==> src/rtl/rom_arbiter.sv <==
// Round-robin burst read controller sharing one 8x4 synchronous ROM between ports A and B.
// Define ROM_ARB_FIXED_PRIO_EN to make port A always win simultaneous requests.
module rom_arbiter (
  input  logic       CLK,
  input  logic       RST_N,
  input  logic       REQ_A,
  input  logic       REQ_B,
  input  logic [2:0] ADDR_A,
  input  logic [2:0] ADDR_B,
  input  logic [2:0] LEN_A,
  input  logic [2:0] LEN_B,
  output logic       GNT_A,
  output logic       GNT_B,
  output logic       VALID_A,
  output logic       VALID_B,
  output logic [3:0] DOUT_A,
  output logic [3:0] DOUT_B,
  output logic       DONE_A,
  output logic       DONE_B,
  output logic       BUSY,
  output logic [2:0] ROM_ADDR,
  input  logic [3:0] ROM_DATA
);

  typedef enum logic [1:0] {IDLE, BURST, DRAIN} state_e;
  typedef enum logic {PORT_A = 1'b0, PORT_B = 1'b1} port_e;

  state_e     state_q, state_d;
  port_e      owner_q, owner_d;
  port_e      last_q, last_d;
  logic [2:0] cnt_q, cnt_d;
  logic [2:0] addr_q, addr_d;
  logic       iss_q, iss_d;
  logic       gnt_a_q, gnt_a_d, gnt_b_q, gnt_b_d;
  logic       valid_a_q, valid_a_d, valid_b_q, valid_b_d;
  logic [3:0] dout_a_q, dout_a_d, dout_b_q, dout_b_d;
  logic       done_a_q, done_a_d, done_b_q, done_b_d;
  logic       busy_q, busy_d;
  logic       pick_a;

`ifdef ROM_ARB_FIXED_PRIO_EN
  assign pick_a = REQ_A;
`else
  // On a tie the port that did not own the previous burst wins.
  assign pick_a = REQ_A && (!REQ_B || (last_q == PORT_B));
`endif

  always_comb begin
    // NOTE: every signal gets a default before the case so no path leaves one unassigned (no latches).
    state_d   = state_q;
    owner_d   = owner_q;
    last_d    = last_q;
    cnt_d     = cnt_q;
    addr_d    = addr_q;
    iss_d     = 1'b0;
    gnt_a_d   = 1'b0;
    gnt_b_d   = 1'b0;
    busy_d    = (state_q != IDLE);
    valid_a_d = 1'b0;
    valid_b_d = 1'b0;
    dout_a_d  = 4'h0;
    dout_b_d  = 4'h0;
    done_a_d  = 1'b0;
    done_b_d  = 1'b0;

    case (state_q)
      IDLE: begin
        if (REQ_A || REQ_B) begin
          state_d = BURST;
          busy_d  = 1'b1;
          if (pick_a) begin
            gnt_a_d = 1'b1;
            addr_d  = ADDR_A;
            cnt_d   = LEN_A;
            owner_d = PORT_A;
            last_d  = PORT_A;
          end else begin
            gnt_b_d = 1'b1;
            addr_d  = ADDR_B;
            cnt_d   = LEN_B;
            owner_d = PORT_B;
            last_d  = PORT_B;
          end
        end
      end
      BURST: begin
        iss_d = 1'b1;
        if (cnt_q != 3'd0) begin
          addr_d = addr_q + 3'd1;
          cnt_d  = cnt_q - 3'd1;
        end else begin
          state_d = DRAIN;
        end
      end
      DRAIN: begin
        state_d = IDLE;
        done_a_d = (owner_q == PORT_A);
        done_b_d = (owner_q == PORT_B);
      end
      default: state_d = IDLE;
    endcase

    // The ROM word addressed on the previous edge is captured one edge later.
    if (iss_q) begin
      if (owner_q == PORT_A) begin
        valid_a_d = 1'b1;
        dout_a_d  = ROM_DATA;
      end else begin
        valid_b_d = 1'b1;
        dout_b_d  = ROM_DATA;
      end
    end
  end

  // NOTE: sequential state uses non-blocking assignments so all registers update together at the edge.
  always_ff @(posedge CLK or negedge RST_N) begin
    if (!RST_N) begin
      state_q   <= IDLE;
      owner_q   <= PORT_A;
      last_q    <= PORT_B;
      cnt_q     <= 3'd0;
      addr_q    <= 3'd0;
      iss_q     <= 1'b0;
      gnt_a_q   <= 1'b0;
      gnt_b_q   <= 1'b0;
      valid_a_q <= 1'b0;
      valid_b_q <= 1'b0;
      dout_a_q  <= 4'h0;
      dout_b_q  <= 4'h0;
      done_a_q  <= 1'b0;
      done_b_q  <= 1'b0;
      busy_q    <= 1'b0;
    end else begin
      state_q   <= state_d;
      owner_q   <= owner_d;
      last_q    <= last_d;
      cnt_q     <= cnt_d;
      addr_q    <= addr_d;
      iss_q     <= iss_d;
      gnt_a_q   <= gnt_a_d;
      gnt_b_q   <= gnt_b_d;
      valid_a_q <= valid_a_d;
      valid_b_q <= valid_b_d;
      dout_a_q  <= dout_a_d;
      dout_b_q  <= dout_b_d;
      done_a_q  <= done_a_d;
      done_b_q  <= done_b_d;
      busy_q    <= busy_d;
    end
  end

  assign GNT_A    = gnt_a_q;
  assign GNT_B    = gnt_b_q;
  assign VALID_A  = valid_a_q;
  assign VALID_B  = valid_b_q;
  assign DOUT_A   = dout_a_q;
  assign DOUT_B   = dout_b_q;
  assign DONE_A   = done_a_q;
  assign DONE_B   = done_b_q;
  assign BUSY     = busy_q;
  assign ROM_ADDR = addr_q;

endmodule

==> config.mk <==
export PLATFORM = sky130hd
export DESIGN_NAME = rom_arbiter
export DESIGN_NICKNAME = d
export VERILOG_FILES = /design/src/rtl/rom_arbiter.sv
export SDC_FILE = /design/constraint.sdc
export NUM_CORES = 1
export LEC_CHECK = 0
export ABC_AREA = 0
export BUFFER_PORTS_ARGS = -buffer_cell sky130_fd_sc_hd__buf_2
export CAP_MARGIN = 10
export CORE_AREA = 2 2 62 49
export DETAILED_ROUTE_END_ITERATION = 16
export DIE_AREA = 0 0 64 51
export PLACE_DENSITY = 0.69
export REMOVE_ABC_BUFFERS = 1
export SYNTH_ARGS = -nofsm -noshare
export SYNTH_HDL_FRONTEND = slang
export SYNTH_SLANG_ARGS = --single-unit
==> constraint.sdc <==
create_clock -name CLK -period 1.4 [get_ports CLK]
set_input_delay 0 -clock CLK [delete_from_list [all_inputs] [get_ports CLK]]
set_output_delay 0 -clock CLK [all_outputs]
set_load 0.05 [all_outputs]
### Word-level counts from Yosys, hierarchy flattened

Cells that the tools add are included.

* $add $sub $neg: 2
* equal/unequal tests: 5
* mux-type cells: 30
* bitwise gates (word level): 1
* reductions and logical operators: 11

Operators by type and width (number)
* 3-bit two-way mux: 6
* 4-bit two-way mux: 4
* 1-bit two-way mux: 15
* 3-bit one-hot mux with 2 select lines: 2
* 2-bit != test, second input constant: 3
* 2-bit two-way mux: 2
* 2-bit one-hot mux with 2 select lines: 1
* 2-bit AND reduction: 2
* 2-bit nonzero test: 2
* 3-bit by 1-bit adder with 3-bit output, second input constant: 1
* 3-bit AND reduction: 1
* 3-bit nonzero test: 1
* 3-bit by 1-bit subtractor with 3-bit output, second input constant: 1
* 2-bit by 1-bit equality test with 1-bit output, second input constant: 1
* 2-bit equality test, second input constant: 1
* 2-bit logical NOT: 1
* 1-bit logical OR: 2
* 1-bit logical AND: 1
* 1-bit logical NOT: 1
* 1-bit NOT: 1

* flip-flop bits (word level): 26
* input port bits: 20
* output and inout port bits: 18

### Longest topological paths before layout

Gate-level depths: netlist of run 1.

* depth in word-level cells: 6
* gate-level depth with buffers: 7
* depth with buffers taken out: 7

### Worst setup path after synthesis of run 1

OpenSTA, ideal clock, no wires.

* path kind: flip-flop to flip-flop
* start point: register cnt_q[0]
* end point: register addr_q[1] (netlist: ROM_ADDR[1])
* library setup time: 0.101 ns
* arrival time: 1.327 ns
* data required time: 1.299 ns
* path slack: -0.028 ns
* stages on the path, launching flop included: 7
* path buffers: 0
* period minus slack after synthesis: 1.428 ns
* path through: dfrtp_1 -> inv_1 -> ha_1 -> ha_1 -> nand2b_1 -> o22a_1 -> o32ai_1

* word-level cells in the longest chain between the ends: 3

RTL lines
* start: declaration: line 31 `logic [2:0] cnt_q, cnt_d;`
* start signal: assignment: line 137 `cnt_q <= cnt_d;`
* 3-bit nonzero test: line 88 `if (cnt_q != 3'd0) begin`
* 2-bit != test (no line)
* 3-bit AND reduction (no line)
* end signal: assignment: line 138 `addr_q <= addr_d;`
* end: declaration: line 32 `logic [2:0] addr_q, addr_d;`

Every way passes these cells.
A chain may end at the register's enable or synchronous reset.

### Worst setup path after layout of run 1

* start point: register cnt_q[0]
* end point: register addr_q[2] (netlist: ROM_ADDR[2])

The elaborated chain is that of the path after synthesis.

==> reports/qor.txt, run 1 <==
SYNTH
-------------------------------------------------------------------------------------------------
Number of flip-flops and latches in the synthesized netlist ........................           26
Mux contribution to synthesized area ...............................................        1.77%
Post-synthesis cell area ........................................................... 0.00113 mm^2
Cell types occupying the most area after synthesis ................................. sky130_fd_sc_hd__dfrtp_1 55%, sky130_fd_sc_hd__a21oi_1 3.5%, sky130_fd_sc_hd__and2_1 3.3%
Xor and xnor fraction of the mapped netlist area ...................................       0.775%
Area share of fa/ha/maj cells after synthesis ......................................        3.32%
Yosys warns ........................................................................            0
Biggest area consumer among synthesized cells ...................................... sky130_fd_sc_hd__dfrtp_1
Cells after synthesis ..............................................................           99
Synthesized-area fraction occupied by and/or/nand/nor cells ........................        16.7%
Post-synthesis compound-gate area fraction .........................................        15.6%
Combinational family with the most area after synthesis ............................ simple AND/OR/NAND/NOR gates
Share of synthesized area occupied by flip-flops and latches .......................        57.7%
Area share of the leading cell type in the synthesized netlist .....................        55.4%
Average cell area after synthesis ..................................................    11.4 um^2
Number of distinct library cell variants in the gate-level netlist after synthesis .           26

ROUTING
-------------------------------------------------------------------------------------------------
DRT Pass-1 Iters ...................................................................            4
Final Routed Wirelength ............................................................      2530 um
Number of DRC markers after the initial detailed-route iteration ...................           25
Via density ........................................................................         4.89
Total vias in the final route ......................................................          958
Number of routed nets with antenna violations ......................................            0
Wire length per cell ...............................................................      12.9 um
DRC ................................................................................            0

GRT
-------------------------------------------------------------------------------------------------
Maximum number of pins on one net before global-route repair .......................           27
Overall routing resource usage .....................................................        16.9%
Overflow after GRT .................................................................            0
Global-route wire length before repair .............................................      4240 um
Initial antenna violation count ....................................................            0
Number of global-route vias before repair ..........................................          887

FLOORPLAN
-------------------------------------------------------------------------------------------------
Width of the chip ..................................................................        64 um
Overall die area ................................................................... 0.00326 mm^2
Num ports ..........................................................................           38
Initial core utilization ...........................................................        41.2%
Total number of placement rows .....................................................           17
Total core area .................................................................... 0.00274 mm^2
Die span in y ......................................................................        51 um

CLOCKING
-------------------------------------------------------------------------------------------------
Maximum buffer depth of the clock tree .............................................            2
Clock sink count ...................................................................           26
Clock input transition at the sequential cells of the worst setup and hold paths ...      0.15 ns
CTS tree ...........................................................................        built
Number of buffers created by CTS ...................................................            3
Root buf cell ...................................................................... sky130_fd_sc_hd__clkbuf_4
H-tree depth .......................................................................            1
Clock insertion delay at the later pin of the skew report ..........................      0.32 ns

STATUS
-------------------------------------------------------------------------------------------------
Violated checks .................................................................... setup timing
Result of the run .................................................................. finished, violations left

CELLS AND AREA
-------------------------------------------------------------------------------------------------
Most common cell after layout, fill and taps aside ................................. sky130_fd_sc_hd__buf_2
Number of diodes ...................................................................            0
Final standard cell utilization of the core ........................................        60.3%
Share of layout cells above drive strength 1 .......................................        44.3%
Layout area overhead ...............................................................        46.4%
Commonest cells after routing, fill and taps aside ................................. 37 x sky130_fd_sc_hd__buf_2, 25 x sky130_fd_sc_hd__dfrtp_1, 11 x sky130_fd_sc_hd__dlygate4sd3_1
Final non-filler cell area ......................................................... 0.00165 mm^2
NumNets Final ......................................................................          182
Post-route insts no fill ...........................................................          196

PLACEMENT
-------------------------------------------------------------------------------------------------
HPWL after DPL .....................................................................      1620 um
Pre-CTS setup slack ................................................................    -0.164 ns
Final GP Congestion ................................................................        0.745
# port buffers .....................................................................           37
Placed cell area ................................................................... 0.00140 mm^2
Placed insts .......................................................................          178

CRITICAL PATH
-------------------------------------------------------------------------------------------------
Critical path start-end classification ............................................. flip-flop to flip-flop
Nature of the critical path endpoint ...............................................    flip-flop
CP delay by family, top ............................................................   flip-flops
Most frequent cell on the critical path ............................................ sky130_fd_sc_hd__ha_4
Endpoint arrival time on the critical path .........................................      1.67 ns
Crit path largest cell delay .......................................................      0.39 ns
Worst Path Required ................................................................      1.66 ns
Buffers & Inverters on Critical Path ...............................................            2
Slowest library cell on the worst path ............................................. sky130_fd_sc_hd__dfrtp_1
CP Max Fanout ......................................................................            5
Worst-path cell chain .............................................................. inv_2 > ha_4 > ha_4 > a211oi_4 > buf_6 > nor2_2 > a31oi_1
Crit path launch type ..............................................................    flip-flop

FLOW RUN
-------------------------------------------------------------------------------------------------
Max-cap violation count ............................................................            0

POWER AND IR DROP
-------------------------------------------------------------------------------------------------
Pwr per Cell Area .................................................................. 2530 mW/mm^2
Register share of total power ......................................................        29.1%
Switching fraction of total power ..................................................        43.6%
Int Pwr ............................................................................      2.36 mW
Share of total power in the clock network ..........................................        12.3%
Net switching power ................................................................      1.82 mW
Static leakage .....................................................................     0.830 nW
Combinational fraction of design power .............................................        58.6%
Total power ........................................................................      4.18 mW
Largest vdd supply drop ............................................................     0.910 mV

HOLD PATH
-------------------------------------------------------------------------------------------------
Min-Delay Path Class ............................................................... input port to flip-flop

TIMING
-------------------------------------------------------------------------------------------------
Min Tclk post-route ................................................................      1.41 ns
Number of pins with negative max-slew slack in the final report ....................            0
Unrepaired setup endpoints after global routing ....................................          yes
Hold Slack .........................................................................    0.0402 ns
Final count of negative-setup-slack endpoints ......................................            1
Slew headroom ......................................................................        62.5%
Worst Clk Skew .....................................................................    0.0125 ns
Final hold viol count ..............................................................            0
Actual transition at the worst max-transition pin ..................................     0.562 ns
Ratio of final minimum period to clock period ......................................         101%
Peak Freq ..........................................................................      710 MHz
Sum of negative setup slack ........................................................  -0.00791 ns
Final worst slack ..................................................................  -0.00791 ns

[power by group through the flow]
| stage | combinational, mW | sequential (mW) | clock [mW] |
|---|---|---|---|
| 2_1_floorplan | 0.850 | 1.83 | 0 |
| 3_3_place_gp | 2.01 | 1.22 | 0 |
| 3_5_place_dp | 2.04 | 1.23 | 0 |
| 4_1_cts | 2.37 | 1.21 | 0.533 |
| 5_1_grt | 2.68 | 1.25 | 0.557 |
| 6_report | 2.45 | 1.22 | 0.512 |
[registers in the layout, indices dropped and copies added (netlist names)]
name / count
DOUT_B: 4
GNT_B: 1
VALID_A: 1
owner_q: 1
iss_q: 1
BUSY: 1
last_q: 1
state_q: 2
DOUT_A: 4
DONE_A: 1
DONE_B: 1
GNT_A: 1
ROM_ADDR: 3
VALID_B: 1
cnt_q: 3
[routing by layer]
metal	global-route usage, %	wire length, um
met1	24.5	1180
met4	6.52	17
met2	26.7	1260
met3	1.32	74
met5	0	0
[cell type report]
type | instances | area [um^2]
clock buffer | 3 | 22.5
clock inverter | 1 | 30.0
fill | 217 | 1090
inverter | 5 | 18.8
multi-input combinational | 64 | 498
sequential | 26 | 652
tap | 38 | 47.5
timing repair buffer | 59 | 385
[logic make-up after synthesis]
group,after synthesis
simple gates,34
flops,26
compound gates,24
buf+inv,9
fa+ha+maj,3
mux,2
xor+xnor,1
[worst min-delay path, stage by stage]
cell                      delay [ns]
sky130_fd_sc_hd__buf_2          0.08
sky130_fd_sc_hd__a31o_2         0.14
sky130_fd_sc_hd__a21oi_1        0.04
sky130_fd_sc_hd__o22ai_2        0.07
[cells in the mapped netlist]
master and number:
sky130_fd_sc_hd__dfrtp_1 25, sky130_fd_sc_hd__a21oi_1 8, sky130_fd_sc_hd__and2_1 6, sky130_fd_sc_hd__inv_1 5, sky130_fd_sc_hd__nand2_1 5, sky130_fd_sc_hd__nor2_1 5, sky130_fd_sc_hd__nor2b_1 5, sky130_fd_sc_hd__a31o_2 4
sky130_fd_sc_hd__and3_1 4, sky130_fd_sc_hd__buf_4 3, sky130_fd_sc_hd__ha_1 3, sky130_fd_sc_hd__nor3_1 3, sky130_fd_sc_hd__o22a_1 3, sky130_fd_sc_hd__o32ai_1 3, sky130_fd_sc_hd__a31oi_1 2, sky130_fd_sc_hd__mux2i_1 2
sky130_fd_sc_hd__nand2b_1 2, sky130_fd_sc_hd__nor3b_1 2, sky130_fd_sc_hd__o21ai_0 2, sky130_fd_sc_hd__a211oi_4 1, sky130_fd_sc_hd__and3b_1 1, sky130_fd_sc_hd__buf_2 1, sky130_fd_sc_hd__dfstp_2 1, sky130_fd_sc_hd__nand2_2 1
sky130_fd_sc_hd__o22ai_1 1, sky130_fd_sc_hd__xor2_1 1
[timing repair]
action / 4_1_cts / 5_1_grt
hold endpoints to repair: 38 / 0
pin swaps: 4 / 1
resized for setup: 11 / 5
endpoints found under the setup margin: 8 / 6
setup buffers: 3 / 0
hold buffers: 11 / 0
[worst paths after layout]
kind | endpoint | start | slack, ns | cells past startpoint
max | ROM_ADDR[2] | cnt_q[0] | -0.008 | 7
min | cnt_q[0] | LEN_A[0] | 0.04 | 4
max reg2reg | ROM_ADDR[2] | cnt_q[0] | -0.008 | 7
min reg2reg | GNT_A | state_q[1] | 0.56 | 1
max in group asynchronous | owner_q | RST_N | 0.84 | 2
min in group asynchronous | state_q[0] | RST_N | 0.18 | 2
Power figures use the tool's default switching activity.
==> run 2, diff against run 1 <==
Settings changed: CORE_AREA 2 2 62 49 to 2 2 54 56, DIE_AREA 0 0 64 51 to 0 0 56 58, GPL_TIMING_DRIVEN set to 0.
==> reports/qor.txt, run 2 (same netlist as run 1, synthesis figures left out) <==
STATUS
-----------------------------------------------------------------------------------------------
Result of the run ................................................................ finished, violations left
Violated checks .................................................................. setup timing

CELLS AND AREA
-----------------------------------------------------------------------------------------------
Number of diodes .................................................................            0   unchanged
Layout area overhead .............................................................        40.8%
NumNets Final ....................................................................          176   -3.3%
Fillcell total ...................................................................          238   +9.7%
FF/Latch Area ....................................................................     654 um^2   +0.38%
Share of layout cells above drive strength 1 .....................................        44.7%   +0.43 points
Multi-input gate area in the final layout ........................................     504 um^2   +1.3%
Post-route insts no fill .........................................................          183   -6.6%
Most common cell after layout, fill and taps aside ............................... sky130_fd_sc_hd__buf_2
Commonest cells after routing, fill and taps aside ............................... 37 x sky130_fd_sc_hd__buf_2, 23 x sky130_fd_sc_hd__dfrtp_1, 9 x sky130_fd_sc_hd__dlygate4sd3_1

CLOCKING
-----------------------------------------------------------------------------------------------
Clock input transition at the sequential cells of the worst setup and hold paths .      0.13 ns   -0.02 ns
H-tree depth .....................................................................            1   unchanged
Number of buffers created by CTS .................................................            3   unchanged
Clock insertion delay at the later pin of the skew report ........................      0.31 ns   about the same
Clock sink count .................................................................           26   unchanged
Root buf cell .................................................................... sky130_fd_sc_hd__clkbuf_4
CTS tree .........................................................................        built
Maximum buffer depth of the clock tree ...........................................            2   unchanged

POWER AND IR DROP
-----------------------------------------------------------------------------------------------
Static leakage ...................................................................     0.798 nW   -3.9%
Pwr per Cell Area ................................................................ 2500 mW/mm^2   -0.97%
Total power ......................................................................      3.98 mW   -4.8%
Largest vdd supply drop ..........................................................      1.69 mV   +86%

GRT
-----------------------------------------------------------------------------------------------
Initial antenna violation count ..................................................            0   unchanged
Overall routing resource usage ...................................................        16.0%   -0.96 points
Maximum number of pins on one net before global-route repair .....................           27   unchanged
Number of global-route vias before repair ........................................          959   +8.1%
Global-route wire length before repair ...........................................      4140 um   -2.4%
Overflow after GRT ...............................................................            0   unchanged

ROUTING
-----------------------------------------------------------------------------------------------
Detail Route met2 WL .............................................................      1250 um   -0.32%
Number of routed nets with antenna violations ....................................            0   unchanged
Highest routed layer .............................................................         met3
DRT Pass-1 Iters .................................................................            4   unchanged
Wire length per cell .............................................................      13.1 um   +1.3%
Total vias in the final route ....................................................          943   -1.6%
DRC ..............................................................................            0   unchanged
Via density ......................................................................         5.15   +5.4%
DRT met1 WL ......................................................................       999 um   -15%
Final Routed Wirelength ..........................................................      2390 um   -5.4%
Number of DRC markers after the initial detailed-route iteration .................           18   -28%
Routed length on met3 ............................................................       136 um   +84%

TIMING
-----------------------------------------------------------------------------------------------
Final hold viol count ............................................................            0   unchanged
Peak Freq ........................................................................      703 MHz   -1.0%
Sum of negative setup slack ......................................................   -0.0374 ns   -0.0295 ns
Unrepaired setup endpoints after global routing ..................................          yes
Actual transition at the worst max-transition pin ................................     0.567 ns   +0.00509 ns
Slew headroom ....................................................................        62.2%   -0.34 points
Final count of negative-setup-slack endpoints ....................................            2   +1
Ratio of final minimum period to clock period ....................................         102%   +1.1 points
Final worst slack ................................................................   -0.0228 ns   -0.0149 ns
Min Tclk post-route ..............................................................      1.42 ns   +0.0149 ns
Number of pins with negative max-slew slack in the final report ..................            0   unchanged
Worst Clk Skew ...................................................................   0.00702 ns   -0.00544 ns

CRITICAL PATH
-----------------------------------------------------------------------------------------------
Nature of the critical path endpoint .............................................    flip-flop
CP delay by family, top .......................................................... compound AO/OA/AOI/OAI gates
CP Max Fanout ....................................................................            5   unchanged
Slowest library cell on the worst path ........................................... sky130_fd_sc_hd__dfrtp_1
Most frequent cell on the critical path .......................................... sky130_fd_sc_hd__ha_4
Crit path largest cell delay .....................................................      0.38 ns   about the same
Buffers & Inverters on Critical Path .............................................            2   unchanged
Critical path start-end classification ........................................... flip-flop to flip-flop
Crit path launch type ............................................................    flip-flop
Endpoint arrival time on the critical path .......................................      1.65 ns   -0.02 ns
Worst Path Required ..............................................................      1.63 ns   -0.03 ns
Worst-path cell chain ............................................................ inv_2 > ha_4 > ha_4 > a211oi_4 > buf_6 > nand2_1 > o22ai_1

FLOORPLAN
-----------------------------------------------------------------------------------------------
Die span in y ....................................................................        58 um   +14%
Total number of placement rows ...................................................           19   +2
Total core area .................................................................. 0.00266 mm^2   -3.0%
Num ports ........................................................................           38   unchanged
Overall die area ................................................................. 0.00325 mm^2   -0.49%
Width of the chip ................................................................        56 um   -13%
Initial core utilization .........................................................        42.4%   +1.3 points

FLOW RUN
-----------------------------------------------------------------------------------------------
Max-cap violation count ..........................................................            0   unchanged

PLACEMENT
-----------------------------------------------------------------------------------------------
Placed insts .....................................................................          163   -8.4%
# port buffers ...................................................................           37   unchanged
Final GP Congestion ..............................................................        0.797   +6.9%
HPWL after DPL ...................................................................      1560 um   -3.3%

HOLD PATH
-----------------------------------------------------------------------------------------------
Min-Delay Path Class ............................................................. input port to flip-flop

## run 2: layer usage
metal / vias up / GRT usage [%]
li1: 455 / -
met1: 459 / 18.9
met2: 29 / 30.4
met3: 0 / 3.13
met4: 0 / 3.06
met5: - / 0
## run 2: repair_timing
action	in CTS	in global routing
hold buffers	9	0
resized for setup	17	4
cloned	0	0
endpoints found under the hold margin	36	0
setup endpoints to repair	8	7
buffers inserted	6	1
pin swaps	1	0
## run 2: final cells by class
type / count / area share, %
clock buffer: 4 / 1.65
timing repair buffer: 53 / 21.9
inverter: 5 / 1.18
tap: 31 / 2.44
multi-input combinational: 64 / 31.7
sequential: 26 / 41.1
## run 2: per-stage QoR
step / instance area, um^2 / hold slack [ns] / setup WS (ns) / util [%]
6_report: 1590 / 0.0109 / -0.0228 / 59.7
5_1_grt: 1590 / 0.00359 / -0.0834 / 59.7
4_1_cts: 1570 / 0.00635 / 0.000119 / 58.9
3_5_place_dp: 1330 / 0.0291 / -0.422 / 49.8
3_3_place_gp: 1330 / 0.0174 / -0.410 / 49.8
2_1_floorplan: 1100 / -0.296 / -0.0782 / -
## run 2: final timing paths
| path | cells past startpoint | end | from | slack, ns |
|---|---|---|---|---|
| worst max-delay path | 7 | cnt_q[0] | cnt_q[0] | -0.02 |
| worst min-delay path | 3 | cnt_q[0] | LEN_B[0] | 0.01 |
| worst max register to register | 7 | cnt_q[0] | cnt_q[0] | -0.02 |
| worst min register to register | 1 | GNT_B | last_q | 0.54 |
| max in group asynchronous | 2 | state_q[1] | RST_N | 0.78 |
| min in group asynchronous | 2 | DOUT_A[1] | RST_N | 0.21 |
## run 2: report_power, final
| part | switching (mW) | total [mW] | internal [mW] | leakage, nW |
|---|---|---|---|---|
| logic | 1.36 | 2.38 | 1.01 | 0.461 |
| clock network | 0.209 | 0.320 | 0.111 | 0.0150 |
| registers | 0.229 | 1.28 | 1.05 | 0.322 |
| total | 1.80 | 3.98 | 2.18 | 0.798 |
## run 2: worst register-to-register path, delay by kind of cell, from the launching register on
kind / cells / cell delay, ns
AOI/OAI and AO/OA: 2 / 0.39
adders and majority gates: 2 / 0.33
buffers and inverters: 2 / 0.21
DFF: 1 / 0.38
and+or+nand+nor: 1 / 0.04
